**config.mk**
```make
export PLATFORM = sky130hd
export DESIGN_NAME = mdu_seq_flat
export DESIGN_NICKNAME = d
export VERILOG_FILES = /design/src/rtl/mdu_seq_pkg.sv /design/src/rtl/mdu_seq_if.sv /design/src/rtl/mdu_seq_step.sv /design/src/rtl/mdu_seq.sv /design/src/flat_wrapper.sv
export SDC_FILE = /design/constraint.sdc
export NUM_CORES = 1
export LEC_CHECK = 0
export BUFFER_PORTS_ARGS = -buffer_cell sky130_fd_sc_hd__buf_2
export CAP_MARGIN = 20
export CORE_MARGIN = 2
export CORE_UTILIZATION = 61
export CTS_CLUSTER_DIAMETER = 60
export DETAILED_ROUTE_END_ITERATION = 8
export PLACE_DENSITY_LB_ADDON = 0.15
export SLEW_MARGIN = 20
export SYNTH_ARGS = -nofsm -noshare
export SYNTH_HDL_FRONTEND = slang
export SYNTH_HIERARCHICAL = 1
export SYNTH_SLANG_ARGS = --single-unit
```
**constraint.sdc**
```tcl
create_clock -name clk -period 4.97 [get_ports clk]
set_input_delay 0.2485 -clock clk [delete_from_list [all_inputs] [get_ports clk]]
set_output_delay 0.2485 -clock clk [all_outputs]
set_load 0.02 [all_outputs]
```
**src/rtl/mdu_seq_pkg.sv**
```systemverilog
// Shared types and sizing for the iterative multiply/divide sequencer.
package mdu_seq_pkg;

  localparam int unsigned WIDE  = 32;
  localparam int unsigned CNT_W = $clog2(WIDE);

  typedef enum logic [1:0] {
    MDU_MULTU = 2'b00,
    MDU_DIVU  = 2'b01,
    MDU_MULT  = 2'b10,
    MDU_DIV   = 2'b11
  } mdu_op_e;

  typedef enum logic [1:0] {
    IDLE = 2'b00,
    MUL  = 2'b01,
    DIV  = 2'b10,
    FIN  = 2'b11
  } state_e;

  typedef struct packed {
    logic [WIDE-1:0] hi;
    logic [WIDE-1:0] lo;
  } mdu_res_t;

  // Two's-complement magnitude; the most negative value maps to its unsigned magnitude.
  function automatic logic [WIDE-1:0] mag(input logic [WIDE-1:0] x);
    return x[WIDE-1] ? -x : x;
  endfunction

endpackage

```
**src/rtl/mdu_seq_if.sv**
```systemverilog
// Core <-> multiply/divide sequencer handshake and HI/LO read bus.
interface mdu_seq_if;
  import mdu_seq_pkg::*;

  logic            start;
  mdu_op_e         op;
  logic [WIDE-1:0] a;
  logic [WIDE-1:0] b;
  logic            rd_req;
  logic            busy;
  logic            done;
  logic            stall;
  logic [WIDE-1:0] hi;
  logic [WIDE-1:0] lo;

  modport master (output start, op, a, b, rd_req,
                  input  busy, done, stall, hi, lo);
  modport slave  (input  start, op, a, b, rd_req,
                  output busy, done, stall, hi, lo);
endinterface

```
**src/rtl/mdu_seq_step.sv**
```systemverilog
// One radix-2 iteration: shift-add multiply or restoring shift-subtract divide.
module mdu_step
  import mdu_seq_pkg::*;
(
  input  logic            mode_i,   // 1: divide, 0: multiply
  input  logic [WIDE:0]   acc_i,
  input  logic [WIDE-1:0] sr_i,
  input  logic [WIDE-1:0] opnd_i,
  output logic [WIDE:0]   acc_c,
  output logic [WIDE-1:0] sr_c
);

  logic [WIDE:0] sum_c;
  logic [WIDE:0] shl_c;

  always_comb begin
    sum_c = acc_i + (sr_i[0] ? {1'b0, opnd_i} : '0);
    shl_c = {acc_i[WIDE-1:0], sr_i[WIDE-1]};
    acc_c = {1'b0, sum_c[WIDE:1]};
    sr_c  = {sum_c[0], sr_i[WIDE-1:1]};
    if (mode_i) begin
      // Quotient bit shifts into the dividend register as the dividend shifts out.
      if (shl_c >= {1'b0, opnd_i}) begin
        acc_c = shl_c - {1'b0, opnd_i};
        sr_c  = {sr_i[WIDE-2:0], 1'b1};
      end else begin
        acc_c = shl_c;
        sr_c  = {sr_i[WIDE-2:0], 1'b0};
      end
    end
  end

endmodule

```
**src/rtl/mdu_seq.sv**
```systemverilog
// Iterative MULTU/DIVU sequencer owning HI/LO; signed MULT/DIV when MDU_SIGNED_EN is defined.
module mdu_seq
  import mdu_seq_pkg::*;
(
  input  logic      clk,
  input  logic      rst,
  mdu_seq_if.slave  bus
);

  state_e          state_q, state_d;
  logic [CNT_W-1:0] cnt_q, cnt_d;
  logic [WIDE:0]   acc_q, acc_d;
  logic [WIDE-1:0] sr_q, sr_d;
  logic [WIDE-1:0] opnd_q, opnd_d;
  logic [WIDE-1:0] hi_q, hi_d;
  logic [WIDE-1:0] lo_q, lo_d;
  logic            busy_q, busy_d;
  logic            done_q, done_d;
  logic [WIDE:0]   acc_c;
  logic [WIDE-1:0] sr_c;
  mdu_res_t        res_c;

`ifdef MDU_SIGNED_EN
  logic            mneg_q, mneg_d, qneg_q, qneg_d, rneg_q, rneg_d, dz_q, dz_d;
  logic [WIDE-1:0] araw_q, araw_d;
`endif

  mdu_step u_step (
    .mode_i (state_q == DIV),
    .acc_i  (acc_q),
    .sr_i   (sr_q),
    .opnd_i (opnd_q),
    .acc_c  (acc_c),
    .sr_c   (sr_c)
  );

  // Final HI/LO value presented on the FIN edge.
  always_comb begin
    res_c = '{hi: acc_q[WIDE-1:0], lo: sr_q};
`ifdef MDU_SIGNED_EN
    if (mneg_q) res_c = mdu_res_t'(-{acc_q[WIDE-1:0], sr_q});
    if (qneg_q) res_c.lo = -sr_q;
    if (rneg_q) res_c.hi = -acc_q[WIDE-1:0];
    if (dz_q)   res_c = '{hi: araw_q, lo: '1};
`endif
  end

  always_comb begin
    state_d = state_q;
    cnt_d   = cnt_q;
    acc_d   = acc_q;
    sr_d    = sr_q;
    opnd_d  = opnd_q;
    hi_d    = hi_q;
    lo_d    = lo_q;
    busy_d  = (state_q == MUL) || (state_q == DIV);
    done_d  = 1'b0;
`ifdef MDU_SIGNED_EN
    mneg_d  = mneg_q;
    qneg_d  = qneg_q;
    rneg_d  = rneg_q;
    dz_d    = dz_q;
    araw_d  = araw_q;
`endif
    case (state_q)
      IDLE: begin
        if (bus.start) begin
          acc_d = '0;
          cnt_d = '0;
`ifdef MDU_SIGNED_EN
          mneg_d = 1'b0;
          qneg_d = 1'b0;
          rneg_d = 1'b0;
          dz_d   = 1'b0;
          araw_d = bus.a;
`endif
          case (bus.op)
            MDU_MULTU: begin
              state_d = MUL;
              sr_d    = bus.a;
              opnd_d  = bus.b;
            end
            MDU_DIVU: begin
              state_d = DIV;
              sr_d    = bus.a;
              opnd_d  = bus.b;
            end
`ifdef MDU_SIGNED_EN
            MDU_MULT: begin
              state_d = MUL;
              sr_d    = mag(bus.a);
              opnd_d  = mag(bus.b);
              mneg_d  = bus.a[WIDE-1] ^ bus.b[WIDE-1];
            end
            MDU_DIV: begin
              state_d = DIV;
              sr_d    = mag(bus.a);
              opnd_d  = mag(bus.b);
              qneg_d  = bus.a[WIDE-1] ^ bus.b[WIDE-1];
              rneg_d  = bus.a[WIDE-1];
              dz_d    = (bus.b == '0);
            end
`endif
            default: ;
          endcase
        end
      end
      MUL, DIV: begin
        acc_d = acc_c;
        sr_d  = sr_c;
        cnt_d = cnt_q + CNT_W'(1);
        if (cnt_q == CNT_W'(WIDE-1)) begin
          state_d = FIN;
          cnt_d   = '0;
        end
      end
      FIN: begin
        hi_d    = res_c.hi;
        lo_d    = res_c.lo;
        done_d  = 1'b1;
        state_d = IDLE;
      end
      default: state_d = IDLE;
    endcase
  end

  always_ff @(posedge clk or negedge rst) begin
    if (!rst) begin
      state_q <= IDLE;
      cnt_q   <= '0;
      acc_q   <= '0;
      sr_q    <= '0;
      opnd_q  <= '0;
      hi_q    <= '0;
      lo_q    <= '0;
      busy_q  <= 1'b0;
      done_q  <= 1'b0;
`ifdef MDU_SIGNED_EN
      mneg_q  <= 1'b0;
      qneg_q  <= 1'b0;
      rneg_q  <= 1'b0;
      dz_q    <= 1'b0;
      araw_q  <= '0;
`endif
    end else begin
      state_q <= state_d;
      cnt_q   <= cnt_d;
      acc_q   <= acc_d;
      sr_q    <= sr_d;
      opnd_q  <= opnd_d;
      hi_q    <= hi_d;
      lo_q    <= lo_d;
      busy_q  <= busy_d;
      done_q  <= done_d;
`ifdef MDU_SIGNED_EN
      mneg_q  <= mneg_d;
      qneg_q  <= qneg_d;
      rneg_q  <= rneg_d;
      dz_q    <= dz_d;
      araw_q  <= araw_d;
`endif
    end
  end

  assign bus.busy  = busy_q;
  assign bus.done  = done_q;
  assign bus.hi    = hi_q;
  assign bus.lo    = lo_q;
  assign bus.stall = busy_q & (bus.rd_req | bus.start);

endmodule
```
**src/flat_wrapper.sv**
```systemverilog
// flat-port wrapper written by rule: the top's interface ports become plain ports
module mdu_seq_flat import mdu_seq_pkg::*;
  (clk, rst, bus_start, bus_op, bus_a, bus_b, bus_rd_req, bus_busy, bus_done, bus_stall, bus_hi, bus_lo);
  mdu_seq_if bus_i ();
  input  logic clk;
  input  logic rst;
  input wire logic [$bits(bus_i.start)-1:0] bus_start;
  input wire logic [$bits(bus_i.op)-1:0] bus_op;
  input wire logic [$bits(bus_i.a)-1:0] bus_a;
  input wire logic [$bits(bus_i.b)-1:0] bus_b;
  input wire logic [$bits(bus_i.rd_req)-1:0] bus_rd_req;
  output wire logic [$bits(bus_i.busy)-1:0] bus_busy;
  output wire logic [$bits(bus_i.done)-1:0] bus_done;
  output wire logic [$bits(bus_i.stall)-1:0] bus_stall;
  output wire logic [$bits(bus_i.hi)-1:0] bus_hi;
  output wire logic [$bits(bus_i.lo)-1:0] bus_lo;
  assign bus_i.start = bus_start;
  assign bus_i.op = bus_op;
  assign bus_i.a = bus_a;
  assign bus_i.b = bus_b;
  assign bus_i.rd_req = bus_rd_req;
  assign bus_busy = bus_i.busy;
  assign bus_done = bus_i.done;
  assign bus_stall = bus_i.stall;
  assign bus_hi = bus_i.hi;
  assign bus_lo = bus_i.lo;
  mdu_seq u_core (.clk(clk), .rst(rst), .bus(bus_i));
endmodule
```
==> Word level (Yosys, flattened, before mapping) <==
Cells that the tools add are included.
{ "totals": {"ff_bits": 170, "latch_bits": 0, "ramBits": 0, "romBits": 0, "input_bits": 70, "output_inout_bits": 67, "wordCells": 52, "memories": 0} }
{ "classes": {"addsub": 3, "mul": 0, "div_mod_pow": 0, "magnitude_cmp": 1, "eq_ne": 9, "shifts": 0, "mux": 18, "bitwise_logic": 2, "n_reduce_logical": 10} }
{ "ops": {"columns": ["cell", "count"], "rows": [
  ["$mux W32", 4],
  ["$mux W33", 3],
  ["$pmux W33 S2", 1],
  ["$pmux W32 S2", 1],
  ["$add A33 B33 Y33", 1],
  ["$ge A33 B32 Y1", 1],
  ["$sub A33 B32 Y33", 1],
  ["$mux W5", 2],
  ["$pmux W5 S2", 1],
  ["$reduce_and A3 Y1", 3],
  ["$pmux W2 S3", 1],
  ["$add A5 B1 Y5 const B", 1],
  ["$eq A5 B5 Y1 const B", 1],
  ["$eq A2 B1 Y1 const B", 2],
  ["$eq A2 B2 Y1 const B", 2],
  ["$logic_not A2 Y1", 2],
  ["$mux W2", 2],
  ["$ne A2 B2 Y1 const B", 2],
  ["$pmux W2 S2", 1],
  ["$reduce_or A2 Y1", 2],
  ["$ne A3 B3 Y1 const B", 1],
  ["$mux W1", 2],
  ["$ne A2 B1 Y1 const B", 1],
  ["$reduce_and A2 Y1", 1],
  ["4 further kinds", 4]
]} }

==> Longest topological paths before layout <==
Gate-level depths: netlist of the first run.
{ "logic_depth": {"word_depth": 5, "ltp_mapped": 16, "mapped_depth_nobuf": 16} }

==> Modules after synthesis <==
Netlist of the first run, hierarchy kept.
{ "by_module_without_submodules": {"columns": ["module", "instances", "cells_each", "area_each_um2", "seq_area_each_um2"], "rows": [
  ["mdu_seq", 1, 497, 6859.1, 4254.1],
  ["mdu_step", 1, 671, 4593.2, 0.0]
]} }

==> Worst setup path before layout of the first run <==
No wires, ideal clock.
{ "synth_timing": {"path_type": "flip-flop to flip-flop", "from": "register u_core.sr_q[0]", "to": "register u_core.acc_q[31]", "setup_time_ns": 0.136, "t_arrival_ns": 3.064, "t_required_ns": 4.834, "setup_slack_ns": 1.770, "path_stages_with_launch": 15, "n_path_buf": 0, "synth_period_minus_slack_ns": 3.200, "cell_sequence": "dfrtp_1 and2_1 ha_1 fa_1 a211oi_1 nor2_1 o21ai_1 o31ai_4 a22o_1 a21oi_2 nor3_1 or4_1 o211a_1 nand2_1 o21ai_0"} }
{ "synth_via": {"elab_chain_cells": 4} }
{ "synth_lines": {"columns": ["element", "line", "rtl"], "rows": [
  ["start: declaration", "mdu_seq.sv:13", "logic [WIDE-1:0] sr_q, sr_d;"],
  ["start signal: assignment", "mdu_seq.sv:149", "sr_q <= sr_d;"],
  ["$mux W32", "mdu_seq_step.sv:17", "sum_c = acc_i + (sr_i[0] ? {1'b0, opnd_i} : '0);"],
  ["$add A33 B33 Y33", "mdu_seq_step.sv:17", null],
  ["$mux W33", "mdu_seq_step.sv:21", "if (mode_i) begin"],
  ["net u_core.acc_c[31]", "mdu_seq.sv:19", "logic [WIDE:0] acc_c;"],
  ["$pmux W33 S2", "mdu_seq.sv:65", "case (state_q)"],
  ["end signal: assignment", "mdu_seq.sv:131", "acc_q <= '0;"],
  ["end signal: assignment", "mdu_seq.sv:148", "acc_q <= acc_d;"],
  ["end: declaration", "mdu_seq.sv:12", "logic [WIDE:0] acc_q, acc_d;"]
]} }
The timed path passes the listed nets, and every way through them passes these cells.
A chain may end at the register's enable or synchronous reset.

==> Final worst setup path of the first run <==
{ "layout_timing": {"from": "register u_core.sr_q[0]", "to": "register u_core.acc_q[24]"} }
Same word-level chain as after synthesis.

==> results of run 1 <==
==> critical path, cell delays in order (launching register included) <==
cell,delay (ps)
sky130_fd_sc_hd__dfrtp_1,630
sky130_fd_sc_hd__buf_4,320
sky130_fd_sc_hd__and2_1,160
sky130_fd_sc_hd__ha_1,270
sky130_fd_sc_hd__a21o_1,220
sky130_fd_sc_hd__a21o_1,190
sky130_fd_sc_hd__a21oi_1,150
sky130_fd_sc_hd__o21ai_0,140
sky130_fd_sc_hd__nor2b_1,210
sky130_fd_sc_hd__o21ai_1,120
sky130_fd_sc_hd__a311oi_1,620
sky130_fd_sc_hd__o21ai_0,260
sky130_fd_sc_hd__xnor2_1,170
sky130_fd_sc_hd__a22oi_1,190
sky130_fd_sc_hd__nand2_1,70
sky130_fd_sc_hd__o21ai_0,170
==> per-stage QoR <==
stage | area (sq um) | std cells | power [W] | utilization, % | hold slack (ps)
after floorplan | 11500 | 1168 | 0.00760 | - | -47.1
after global placement | 12300 | 1495 | 0.00896 | 66.2 | 473
after detailed placement | 12300 | 1495 | 0.00910 | 66.2 | 478
after CTS | 12900 | 1526 | 0.0105 | 69.3 | 2.49
after global routing | 12900 | 1526 | 0.0113 | 69.3 | 32.0
final | 12900 | 1526 | 0.0105 | 69.3 | -47.8
==> kinds of logic after synthesis <==
family	synth area share (%)
simple gates	12.1
xor+xnor	4.36
mux	19.3
buf+inv	3.64
flops	37.1
compound gates	15.6
fa+ha+maj	7.89
==> worst max path at each step <==
| stage | startpoint | to | slack, ps | depth (start not counted) |
|---|---|---|---|---|
| floorplan | u_core/sr_q[0]$_DFFE_PN0P_ | u_core/acc_q[31]$_DFFE_PN0P_ | 1770 | 14 |
| global placement | u_core/sr_q[0]$_DFFE_PN0P_ | u_core/acc_q[24]$_DFFE_PN0P_ | 1200 | 15 |
| detailed placement | u_core/sr_q[0]$_DFFE_PN0P_ | u_core/acc_q[24]$_DFFE_PN0P_ | 1050 | 15 |
| CTS | u_core/sr_q[0]$_DFFE_PN0P_ | u_core/acc_q[24]$_DFFE_PN0P_ | 1030 | 15 |
| global route | u_core/sr_q[0]$_DFFE_PN0P_ | u_core/acc_q[24]$_DFFE_PN0P_ | 670 | 15 |
| finish | u_core/sr_q[0]$_DFFE_PN0P_ | u_core/acc_q[24]$_DFFE_PN0P_ | 970 | 15 |
==> state kept, by name, summed over array words and instances (netlist names) <==
| name | cells |
|---|---|
| u_core/bus.hi | 32 |
| u_core/state_q | 2 |
| u_core/opnd_q | 32 |
| u_core/cnt_q | 5 |
| u_core/sr_q | 32 |
| u_core/acc_q | 33 |
| u_core/bus.lo | 32 |
| u_core/bus.busy | 1 |
| u_core/bus.done | 1 |
==> power groups by stage <==
stage,Clock [W],Combinational (W),Sequential [W]
after detailed placement,0,0.00651,0.00259
after floorplan,0,0.00491,0.00270
after global placement,0,0.00640,0.00256
after global routing,0.00138,0.00726,0.00266
final,0.00129,0.00660,0.00257
after CTS,0.00132,0.00658,0.00257
==> final cells by class <==
| cell class | instances | area (sq um) |
|---|---|---|
| clock buffers | 17 | 425 |
| clock inverters | 14 | 148 |
| fillers | 1469 | 5710 |
| inverters | 43 | 161 |
| multi-input cells | 900 | 6800 |
| flip-flops and latches | 170 | 4250 |
| well taps | 234 | 293 |
| repair buffers | 148 | 790 |
==> cells in the final DEF (no fill, tap or decap), types with 24 or more instances in the layout <==
master	synthesis	final
sky130_fd_sc_hd__xnor2_1	27	27
sky130_fd_sc_hd__dfrtp_1	170	170
sky130_fd_sc_hd__nor2_1	42	42
sky130_fd_sc_hd__a21oi_1	66	66
sky130_fd_sc_hd__inv_1	42	42
sky130_fd_sc_hd__and2_1	35	35
sky130_fd_sc_hd__a21o_1	24	24
sky130_fd_sc_hd__nand2_1	145	145
sky130_fd_sc_hd__o21ai_0	84	84
sky130_fd_sc_hd__mux2_2	189	189
sky130_fd_sc_hd__buf_2	17	135
sky130_fd_sc_hd__xor2_1	30	30
sky130_fd_sc_hd__ha_1	69	66
==> metal layers <==
layer  vias up  routed length, microns  GRT usage (%)
met4         0                     501           8.32
li1       4414                       -              -
met2       280                   12900           47.0
met1      4411                   12200           37.2
met3        40                    1550           5.74
met5         -                       0              0
==> out/qor.yml, run 1 <==
critical_path:
  worst_setup_path_start_kind: "register"
  path_max_fanout: 20
  worst-r2r-cell-count: 15
  timing.critical_path.to_type: "register"
  ff2ff_setup_slack_ps: 970
  critical_path.reg2reg.endpoint: "u_core/acc_q[24]$_DFFE_PN0P_"
  arrival_ps: 4340
  timing_worst_setup_path_type: "register to register"
  r2r-start: "u_core/sr_q[0]$_DFFE_PN0P_"
  critical_path_required_ps: 5310
floorplanning:
  die_area_sq_um: 19900
  ioPinCount: 137
  core_area_sq_um: 18600
  die_h_microns: 141
  start_util_pct: 61.6
  dieWidth_microns: 141
  fp-row-count: 50
synth:
  yosysWarnings: 6
  synth_sequential_area_ratio_pct: 37.1
  syn-instance-count: 1168
  synth.lib_cells_used.distinct: 68
  synth.most_common_cell: "sky130_fd_sc_hd__mux2_2"
  syn-cell-area_sq_um: 11500
  synth.top_cells.by_area: "sky130_fd_sc_hd__dfrtp_1 37%, sky130_fd_sc_hd__mux2_2 19%, sky130_fd_sc_hd__ha_1 7.5%, sky130_fd_sc_hd__nand2_1 4.8%, sky130_fd_sc_hd__o21ai_0 3.7%"
  synth_area_per_cell_sq_um: 9.80
  fraction_of_synthesized_cell_area_taken_by_the_top_area_cell_type_pct: 37.1
  synth_nets: 1309
  postSynthRegisterBits: 170
  synthArstFlopShare_pct: 100
  yosys-top-cells-count: "189 x sky130_fd_sc_hd__mux2_2, 170 x sky130_fd_sc_hd__dfrtp_1, 145 x sky130_fd_sc_hd__nand2_1"
  library_cell_with_the_largest_summed_area_after_synthesis: "sky130_fd_sc_hd__dfrtp_1"
  synth_enable_flop_cells: 0
  yosys_most_used_dff: "sky130_fd_sc_hd__dfrtp_1"
sta:
  fin_tns_setup_ps: 0
  count_of_final_hold_check_violations: 32
  worst_pin_slew_ps: 926
  period_share_pct: 80.4
  timing.final.ws_setup_ps: 973
  slew_violations: 0
  worst_clock_skew_ps: 13.5
  setup_violations: 0
  unrepaired_setup_endpoints_after_global_routing: "false"
  finalHoldWorstSlack_ps: -47.8
  finalCriticalPeriod_ps: 4000
  max_slew_margin_pct: 36.9
  fmaxAchievable_mhz: 250
grt:
  first_global_vias: 8965
  wire_length_of_the_first_global_routing_pass_mm: 45.3
  antenna_violations_before_repair: 0
  maximum_number_of_pins_on_one_net_before_global_route_repair: 171
  track_usage_pct: 28.1
  gr-total-overflow: 0
pwr:
  cellPowerDensity_nw_per_um2: 812
  static-leakage-power_nw: 5.98
  clock_power_share_pct: 12.3
  total_switching_power_w: 0.00485
  sw_frac_of_total_pct: 46.3
  combPwrFrac_pct: 63.1
  vdd.ir_drop.worst_v: 0.000443
  share_seq_of_total_power_pct: 24.6
  cell_internal_pwr_w: 0.00561
clock_network:
  worstSkewPairLatency_ps: 440
  clkSlewWorstSetupHoldPaths_ps: 70
  postCtsSetupBuffers: 0
  clock_sink_count: 170
  cts_max_path_buffers: 2
  postCtsHoldBufs: 0
  cts_tree: "built"
  root_buffer: "sky130_fd_sc_hd__clkbuf_16"
  total_clock_buffers_created_by_cts: 17
  cts-resized-gates: 0
  h-tree-depth: 4
routing:
  post-route-drc-count: 0
  drt-vias-per-instance: 5.99
  vias: 9145
  drt-pass1-iter-count: 5
  dr.first_iter.drc_count: 605
  wl_per_cell_microns: 17.8
  total_wire_length_after_detailed_routing_mm: 27.2
  detail-route-antenna-nets: 0
place:
  gp_congestion: 0.909
  detailedPlacementHpwl_mm: 19.2
  portBuffers: 136
  detailedPlace.worstSlack_ps: 1050
status:
  outcome: "complete, but fails checks"
  violations: "negative hold slack"
min_path:
  min-delay-path-class: "input pin to async pin"
finish:
  fin_nets: 1421
  area_delta_synth_final_pct: 12.4
  antenna_cells: 0
  final_layout_size_suffix_gt1_share_pct: 30.0
flow_run:
  maxCapViolations: 0
Note: power is estimated with default switching activity, not from simulation.
==> run 2: changes to the inputs <==
Settings changed: CORE_UTILIZATION 61 to 60.
Clock period 4.97 ns to 3.8 ns, I/O delays scaled along.
==> run 2 against run 1 <==
  * The flow now finishes without violations
  * Sequential power rose by 31%
  * Design area is 4.0% higher
  * Critical endpoint is now u_core/acc_q[30]$_DFFE_PN0P_
  * Wire length rose by 3.7%
  * Critical path type unchanged
  * Die area rose by 1.6%
  * Critical path depth is 1 lower
  * Clock power increased by 44%
  * Global-route usage rose by 0.54 points
==> out/qor.yml, run 2 (synthesized netlist as in run 1, its figures left out) <==
status:
  outcome: "completed"
critical_path:
  crit_path_frequent_cell: "sky130_fd_sc_hd__o21ai_0"
  r2r-start: "u_core/sr_q[31]$_DFFE_PN0P_"
  crit_slowest_cell: "sky130_fd_sc_hd__a2111oi_0"
  worst-r2r-cell-count: 14  # -1
  arrival_ps: 3890  # -450 ps
  worst_setup_path_start_kind: "register"
  ff2ff_setup_slack_ps: 280  # -700 ps
  timing.critical_path.to_type: "register"
  path_max_fanout: 6  # -70%
  path_cells: "inv_1 > ha_1 > inv_1 > fa_1 > a211oi_2 > nor3_2 > a2111oi_4 > o21a_2 > o21ai_4 > a2111oi_0 > o21ai_0 > o21ai_0 > nand2_1 > o21ai_0"
  critical_path_required_ps: 4160  # -1150 ps
  timing_worst_setup_path_type: "register to register"
  worstSetupEndpoint: "u_core/acc_q[30]$_DFFE_PN0P_"
  critical_path.reg2reg.endpoint: "u_core/acc_q[30]$_DFFE_PN0P_"
  slowest_cell_delay_on_critical_path_ps: 720  # +90 ps
  launch_point_of_the_critical_path: "u_core/sr_q[31]$_DFFE_PN0P_"
place:
  portBuffers: 136  # unchanged
  gp_congestion: 0.996  # +9.6%
  detailedPlacementHpwl_mm: 19.9  # +3.6%
grt:
  track_usage_pct: 28.7  # +0.54 points
  antenna_violations_before_repair: 0  # unchanged
  wire_length_of_the_first_global_routing_pass_mm: 46.4  # +2.4%
  gr-total-overflow: 0  # unchanged
  first_global_vias: 9243  # +3.1%
  maximum_number_of_pins_on_one_net_before_global_route_repair: 91  # -47%
finish:
  antenna_cells: 0  # unchanged
  area_delta_synth_final_pct: 16.9
  most-common-layout-cells: "189 x sky130_fd_sc_hd__mux2_2, 169 x sky130_fd_sc_hd__dfrtp_1, 145 x sky130_fd_sc_hd__nand2_1"
  fin_util_pct: 71.6  # +2.3 points
  max_flop_register: "u_core/acc_q"
  layout_commonest_cell: "sky130_fd_sc_hd__mux2_2"
  largest_register_ff_count: 33  # unchanged
  final_layout_size_suffix_gt1_share_pct: 30.1  # +0.20 points
  fin_nets: 1468  # +3.3%
routing:
  wl_per_cell_microns: 17.9  # +0.52%
  detail-route-antenna-nets: 0  # unchanged
  post-route-drc-count: 0  # unchanged
  drt-vias-per-instance: 5.92  # -1.1%
  total_wire_length_after_detailed_routing_mm: 28.2  # +3.7%
  dr.first_iter.drc_count: 733  # +21%
  drt-pass1-iter-count: 5  # unchanged
  vias: 9325  # +2.0%
floorplanning:
  ioPinCount: 137  # unchanged
  core_area_sq_um: 18700  # +0.67%
  dieWidth_microns: 142  # +0.80%
  start_util_pct: 61.2  # -0.41 points
  die_area_sq_um: 20200  # +1.6%
  fp-row-count: 50  # unchanged
  die_h_microns: 142  # +0.80%
clock_network:
  postCtsSetupBuffers: 0  # unchanged
  cts_tree: "built"
  root_buffer: "sky130_fd_sc_hd__clkbuf_16"
  worstSkewPairLatency_ps: 440  # about the same
  h-tree-depth: 4  # unchanged
  cts_max_path_buffers: 2  # unchanged
  clkSlewWorstSetupHoldPaths_ps: 80  # about the same
  clock_sink_count: 170  # unchanged
  total_clock_buffers_created_by_cts: 17  # unchanged
sta:
  slew_violations: 0  # unchanged
  period_share_pct: 92.7  # +12 points
  fin_tns_setup_ps: 0  # unchanged
  unrepaired_setup_endpoints_after_global_routing: "false"
  setup_violations: 0  # unchanged
  finalCriticalPeriod_ps: 3520  # -473 ps
  worst_clock_skew_ps: 15.8  # +2.36 ps
  fmaxAchievable_mhz: 284  # +13%
  max_slew_margin_pct: 38.3  # +1.3 points
  worst_pin_slew_ps: 926  # +0.108 ps
  count_of_final_hold_check_violations: 0  # -100%
pwr:
  total_switching_power_w: 0.00648  # +34%
  static-leakage-power_nw: 6.22  # +4.0%
  cellPowerDensity_nw_per_um2: 1050  # +29%
  clock_power_share_pct: 13.3  # +1.0 points
  power_w: 0.0140  # +34%
  combPwrFrac_pct: 62.9  # -0.2 points
  cell_internal_pwr_w: 0.00757  # +35%
  sw_frac_of_total_pct: 46.2  # -0.18 points
  vdd.ir_drop.worst_v: 0.000661  # +49%
  share_seq_of_total_power_pct: 23.9  # -0.7 points
flow_run:
  maxCapViolations: 0  # unchanged
min_path:
  min-delay-path-class: "input pin to register"
-- run 2: per-layer routing --
metal	up-vias	routed length (microns)	part of all wire (%)	GRT usage (%)
li1	4509	-	-	-
met1	4504	12900	46	37.9
met2	270	13400	48	48.4
met3	42	1440	5.1	5.28
met4	0	469	1.7	8.05
met5	-	0	0	0
-- run 2: through the flow --
stage / cells / cell area (sq um) / hold slack [ps] / setup WS [ps]
2_1_floorplan: 1168 / 11500 / -106 / 600
3_3_place_gp: 1509 / 12400 / 288 / 268
3_5_place_dp: 1509 / 12400 / 291 / 187
4_1_cts: 1574 / 13400 / 80.0 / 144
5_1_grt: 1574 / 13400 / 95.1 / 10.1
6_report: 1574 / 13400 / 91.5 / 276
-- run 2: power groups by stage --
stage	registers, W	logic [W]	clock network, W
6_report	0.00336	0.00883	0.00186
5_1_grt	0.00347	0.00969	0.00198
4_1_cts	0.00335	0.00877	0.00191
3_5_place_dp	0.00338	0.00867	0
3_3_place_gp	0.00334	0.00855	0
2_1_floorplan	0.00353	0.00642	0
-- run 2: worst min-delay path by stage --
stage | from | to | slack (ps) | cells past startpoint
4_1_cts | bus_a[5] | u_core/sr_q[5]$_DFFE_PN0P_ | 80 | 3
6_report | bus_a[5] | u_core/sr_q[5]$_DFFE_PN0P_ | 90 | 3
2_1_floorplan | rst | u_core/acc_q[0]$_DFFE_PN0P_ | -110 | 0
3_3_place_gp | rst | u_core/bus.hi[14]$_DFFE_PN0P_ | 290 | 1
3_5_place_dp | rst | u_core/bus.hi[14]$_DFFE_PN0P_ | 290 | 1
5_1_grt | bus_a[1] | u_core/sr_q[1]$_DFFE_PN0P_ | 100 | 3
-- run 2: what timing repair did --
action / in CTS / in global routing
hold buffers: 33 / 0
hold endpoints to repair: 112 / 0
resized for setup: 0 / 3
setup endpoints to repair: 0 / 7
-- run 2: final cells by class --
class | instances | area [sq um]
multi-input cells | 900 | 6800
inverters | 43 | 161
clock buffers | 17 | 425
clock inverters | 15 | 220
flip-flops and latches | 170 | 4260
fillers | 1398 | 5320
repair buffers | 195 | 1220
well taps | 234 | 293
-- run 2: critical path: cells and delay by family, from the launching register on --
| kind | cells | cell delay [ps] |
|---|---|---|
| AOI/OAI and AO/OA | 8 | 2110 |
| adders and majority gates | 2 | 610 |
| buffers and inverters | 2 | 170 |
| DFF | 1 | 410 |
| and+or+nand+nor | 2 | 150 |
==> run 3: changes to the inputs <==
Settings changed: CELL_PAD_IN_SITES_DETAIL_PLACEMENT from default to 0, CELL_PAD_IN_SITES_GLOBAL_PLACEMENT from default to 1, CORE_UTILIZATION 60 to 46.
==> run 3 against run 2 <==
  * Total power is 0.13% higher
  * Die area is 30% higher
  * Sequential share of layout area is 0.25 points lower
  * First-iteration DRC count is 25% lower
  * Highest routed layer unchanged
  * Sequential cell count stayed put
  * Largest cell class unchanged
  * Setup slack worse by 96 ps
  * Register-to-register slack worse by 96 ps
  * Design area is 0.78% higher
  * Global-route usage is 5.8 points lower
==> out/qor.yml, run 3 (synthesized netlist as in run 1, its figures left out) <==
critical_path:
  r2r-start: "u_core/sr_q[0]$_DFFE_PN0P_"
  arrival_ps: 3930  # +40 ps
  timing_worst_setup_path_type: "register to register"
  worst_setup_path_start_kind: "register"
  worst-r2r-cell-count: 14  # unchanged
  timing.critical_path.to_type: "register"
  crit_slowest_cell: "sky130_fd_sc_hd__or4_1"
  ff2ff_setup_slack_ps: 180  # -100 ps
  path_cells: "and2_1 > ha_1 > fa_1 > a211oi_1 > nor2_1 > o21ai_1 > o31ai_4 > a22o_1 > a21oi_2 > nor3_1 > or4_1 > o211a_1 > nand2_1 > o21ai_0"
  slowest_cell_delay_on_critical_path_ps: 480  # -240 ps
  path_max_fanout: 6  # unchanged
  critical_path.reg2reg.endpoint: "u_core/acc_q[31]$_DFFE_PN0P_"
  critical_path_required_ps: 4110  # -50 ps
clock_network:
  cts_tree: "built"
  cts_max_path_buffers: 2  # unchanged
  total_clock_buffers_created_by_cts: 17  # unchanged
  h-tree-depth: 4  # unchanged
  worstSkewPairLatency_ps: 450  # about the same
  root_buffer: "sky130_fd_sc_hd__clkbuf_16"
  clkSlewWorstSetupHoldPaths_ps: 80  # about the same
  clock_sink_count: 170  # unchanged
routing:
  detail-route-antenna-nets: 0  # unchanged
  dr.first_iter.drc_count: 551  # -25%
  vias: 9077  # -2.7%
  drt-vias-per-instance: 5.47  # -7.6%
  drt-pass1-iter-count: 5  # unchanged
  total_wire_length_after_detailed_routing_mm: 29.2  # +3.7%
  wl_per_cell_microns: 17.6  # -1.6%
  post-route-drc-count: 0  # unchanged
grt:
  wire_length_of_the_first_global_routing_pass_mm: 48.2  # +3.8%
  gr-total-overflow: 0  # unchanged
  track_usage_pct: 22.8  # -5.8 points
  antenna_violations_before_repair: 0  # unchanged
  maximum_number_of_pins_on_one_net_before_global_route_repair: 109  # +20%
  first_global_vias: 9131  # -1.2%
pwr:
  vdd.ir_drop.worst_v: 0.000535  # -19%
  cellPowerDensity_nw_per_um2: 1040  # -0.64%
  combPwrFrac_pct: 63.1  # +0.2 points
  static-leakage-power_nw: 6.21  # -0.20%
  share_seq_of_total_power_pct: 23.7  # -0.2 points
  sw_frac_of_total_pct: 46.4  # +0.28 points
  clock_power_share_pct: 13.2  # about the same
  cell_internal_pwr_w: 0.00754  # -0.39%
  total_switching_power_w: 0.00653  # +0.74%
sta:
  worst_pin_slew_ps: 1030  # +107 ps
  finalCriticalPeriod_ps: 3620  # +95.7 ps
  fin_tns_setup_ps: 0  # unchanged
  timing.final.ws_setup_ps: 181  # -95.7 ps
  period_share_pct: 95.2  # +2.5 points
  fmaxAchievable_mhz: 276  # -2.6%
  slew_violations: 0  # unchanged
  max_slew_margin_pct: 31.1  # -7.1 points
  count_of_final_hold_check_violations: 0  # unchanged
  setup_violations: 0  # unchanged
  worst_clock_skew_ps: 19.4  # +3.57 ps
  unrepaired_setup_endpoints_after_global_routing: "false"
floorplanning:
  fp-row-count: 57  # +14%
  core_area_sq_um: 24400  # +30%
  die_area_sq_um: 26200  # +30%
  start_util_pct: 47.0  # -14 points
  ioPinCount: 137  # unchanged
  die_h_microns: 162  # +14%
  dieWidth_microns: 162  # +14%
place:
  numPlacedInstances: 1593  # +5.6%
  gp_congestion: 0.904  # -9.2%
  portBuffers: 136  # unchanged
  detailedPlacementHpwl_mm: 20.7  # +4.1%
  detailedPlace.worstSlack_ps: 197  # +10.8 ps
min_path:
  hold_start: "bus_a[5]"
  min-delay-path-class: "input pin to register"
  worstHoldEndpoint: "u_core/sr_q[5]$_DFFE_PN0P_"
  worstHoldPathCells: 3  # unchanged
finish:
  layout_commonest_cell: "sky130_fd_sc_hd__mux2_2"
  most-common-layout-cells: "189 x sky130_fd_sc_hd__mux2_2, 170 x sky130_fd_sc_hd__dfrtp_1, 145 x sky130_fd_sc_hd__nand2_1"
  fin_nets: 1462  # -0.41%
  max_flop_register: "u_core/acc_q"
  antenna_cells: 0  # unchanged
  fin_util_pct: 55.3  # -16 points
  largest_register_ff_count: 33  # unchanged
  area_delta_synth_final_pct: 17.8
  instances_no_fill: 1658  # +5.3%
  final_layout_size_suffix_gt1_share_pct: 29.8  # -0.39 points
status:
  outcome: "completed"
flow_run:
  maxCapViolations: 0  # unchanged
==> run 3: cell count changes in the layout (fill, tap and decap cells not counted), sizes merged <==
| cell | change |
|---|---|
| clkinv | +3 |
| clkbuf | +1 |
| buf | -7 |
| inv | -2 |
| bufinv | -1 |
==> run 3: cell type report <==
class / instances / area (sq um)
Fill cell: 2247 / 10900
Clock inverter: 15 / 216
Inverter: 43 / 161
Tap cell: 324 / 405
Sequential cell: 170 / 4250
Clock buffer: 17 / 425
Timing Repair Buffer: 189 / 1210
Multi-Input combinational cell: 900 / 6820
==> run 3: worst max-delay path by stage <==
stage	start	endpoint	slack, ps	cells after the start
2_1_floorplan	u_core/sr_q[0]$_DFFE_PN0P_	u_core/acc_q[31]$_DFFE_PN0P_	600	14
3_3_place_gp	u_core/sr_q[0]$_DFFE_PN0P_	u_core/acc_q[31]$_DFFE_PN0P_	280	14
3_5_place_dp	u_core/sr_q[0]$_DFFE_PN0P_	u_core/acc_q[31]$_DFFE_PN0P_	200	14
4_1_cts	u_core/sr_q[0]$_DFFE_PN0P_	u_core/acc_q[31]$_DFFE_PN0P_	180	14
5_1_grt	u_core/sr_q[0]$_DFFE_PN0P_	u_core/acc_q[30]$_DFFE_PN0P_	2	15
6_report	u_core/sr_q[0]$_DFFE_PN0P_	u_core/acc_q[31]$_DFFE_PN0P_	180	14
==> run 3: power by group through the flow <==
| stage | sequential, W | clock [W] | combinational, W |
|---|---|---|---|
| 2_1_floorplan | 0.00353 | 0 | 0.00642 |
| 3_3_place_gp | 0.00336 | 0 | 0.00876 |
| 3_5_place_dp | 0.00338 | 0 | 0.00880 |
| 4_1_cts | 0.00335 | 0.00191 | 0.00888 |
| 5_1_grt | 0.00347 | 0.00198 | 0.00979 |
| 6_report | 0.00334 | 0.00185 | 0.00887 |
==> run 3: worst max-delay path: cells and delay by family, from the launching register on <==
kind                       cells  cell delay (ps)
AOI/OAI and AO/OA              7             1440
adders and majority gates      2              670
DFF                            1              450
and+or+nand+nor                5              930
==> run 3: repair_timing <==
item / in CTS / in global routing
endpoints found under the hold margin: 139 / 0
hold buffers: 33 / 0
resized for setup: 0 / 2
buffers inserted: 0 / 0
setup endpoints to repair: 0 / 2
==> run 3: per-stage QoR <==
| stage | cell area, sq um | power [W] | hold WS, ps |
|---|---|---|---|
| after global routing | 13500 | 0.0152 | 90.2 |
| after detailed placement | 12500 | 0.0122 | 355 |
| final | 13500 | 0.0141 | 95.4 |
| after global placement | 12500 | 0.0121 | 361 |
| after CTS | 13500 | 0.0141 | 78.2 |
| after floorplan | 11500 | 0.00995 | -106 |
==> run 3: layer usage <==
| metal | GRT usage [%] | vias up | share of wire, % |
|---|---|---|---|
| met2 | 37.3 | 196 | 46 |
| li1 | - | 4502 | - |
| met5 | 0 | - | 0 |
| met4 | 5.15 | 0 | 1.2 |
| met1 | 31.3 | 4360 | 48 |
| met3 | 4.85 | 19 | 4.9 |
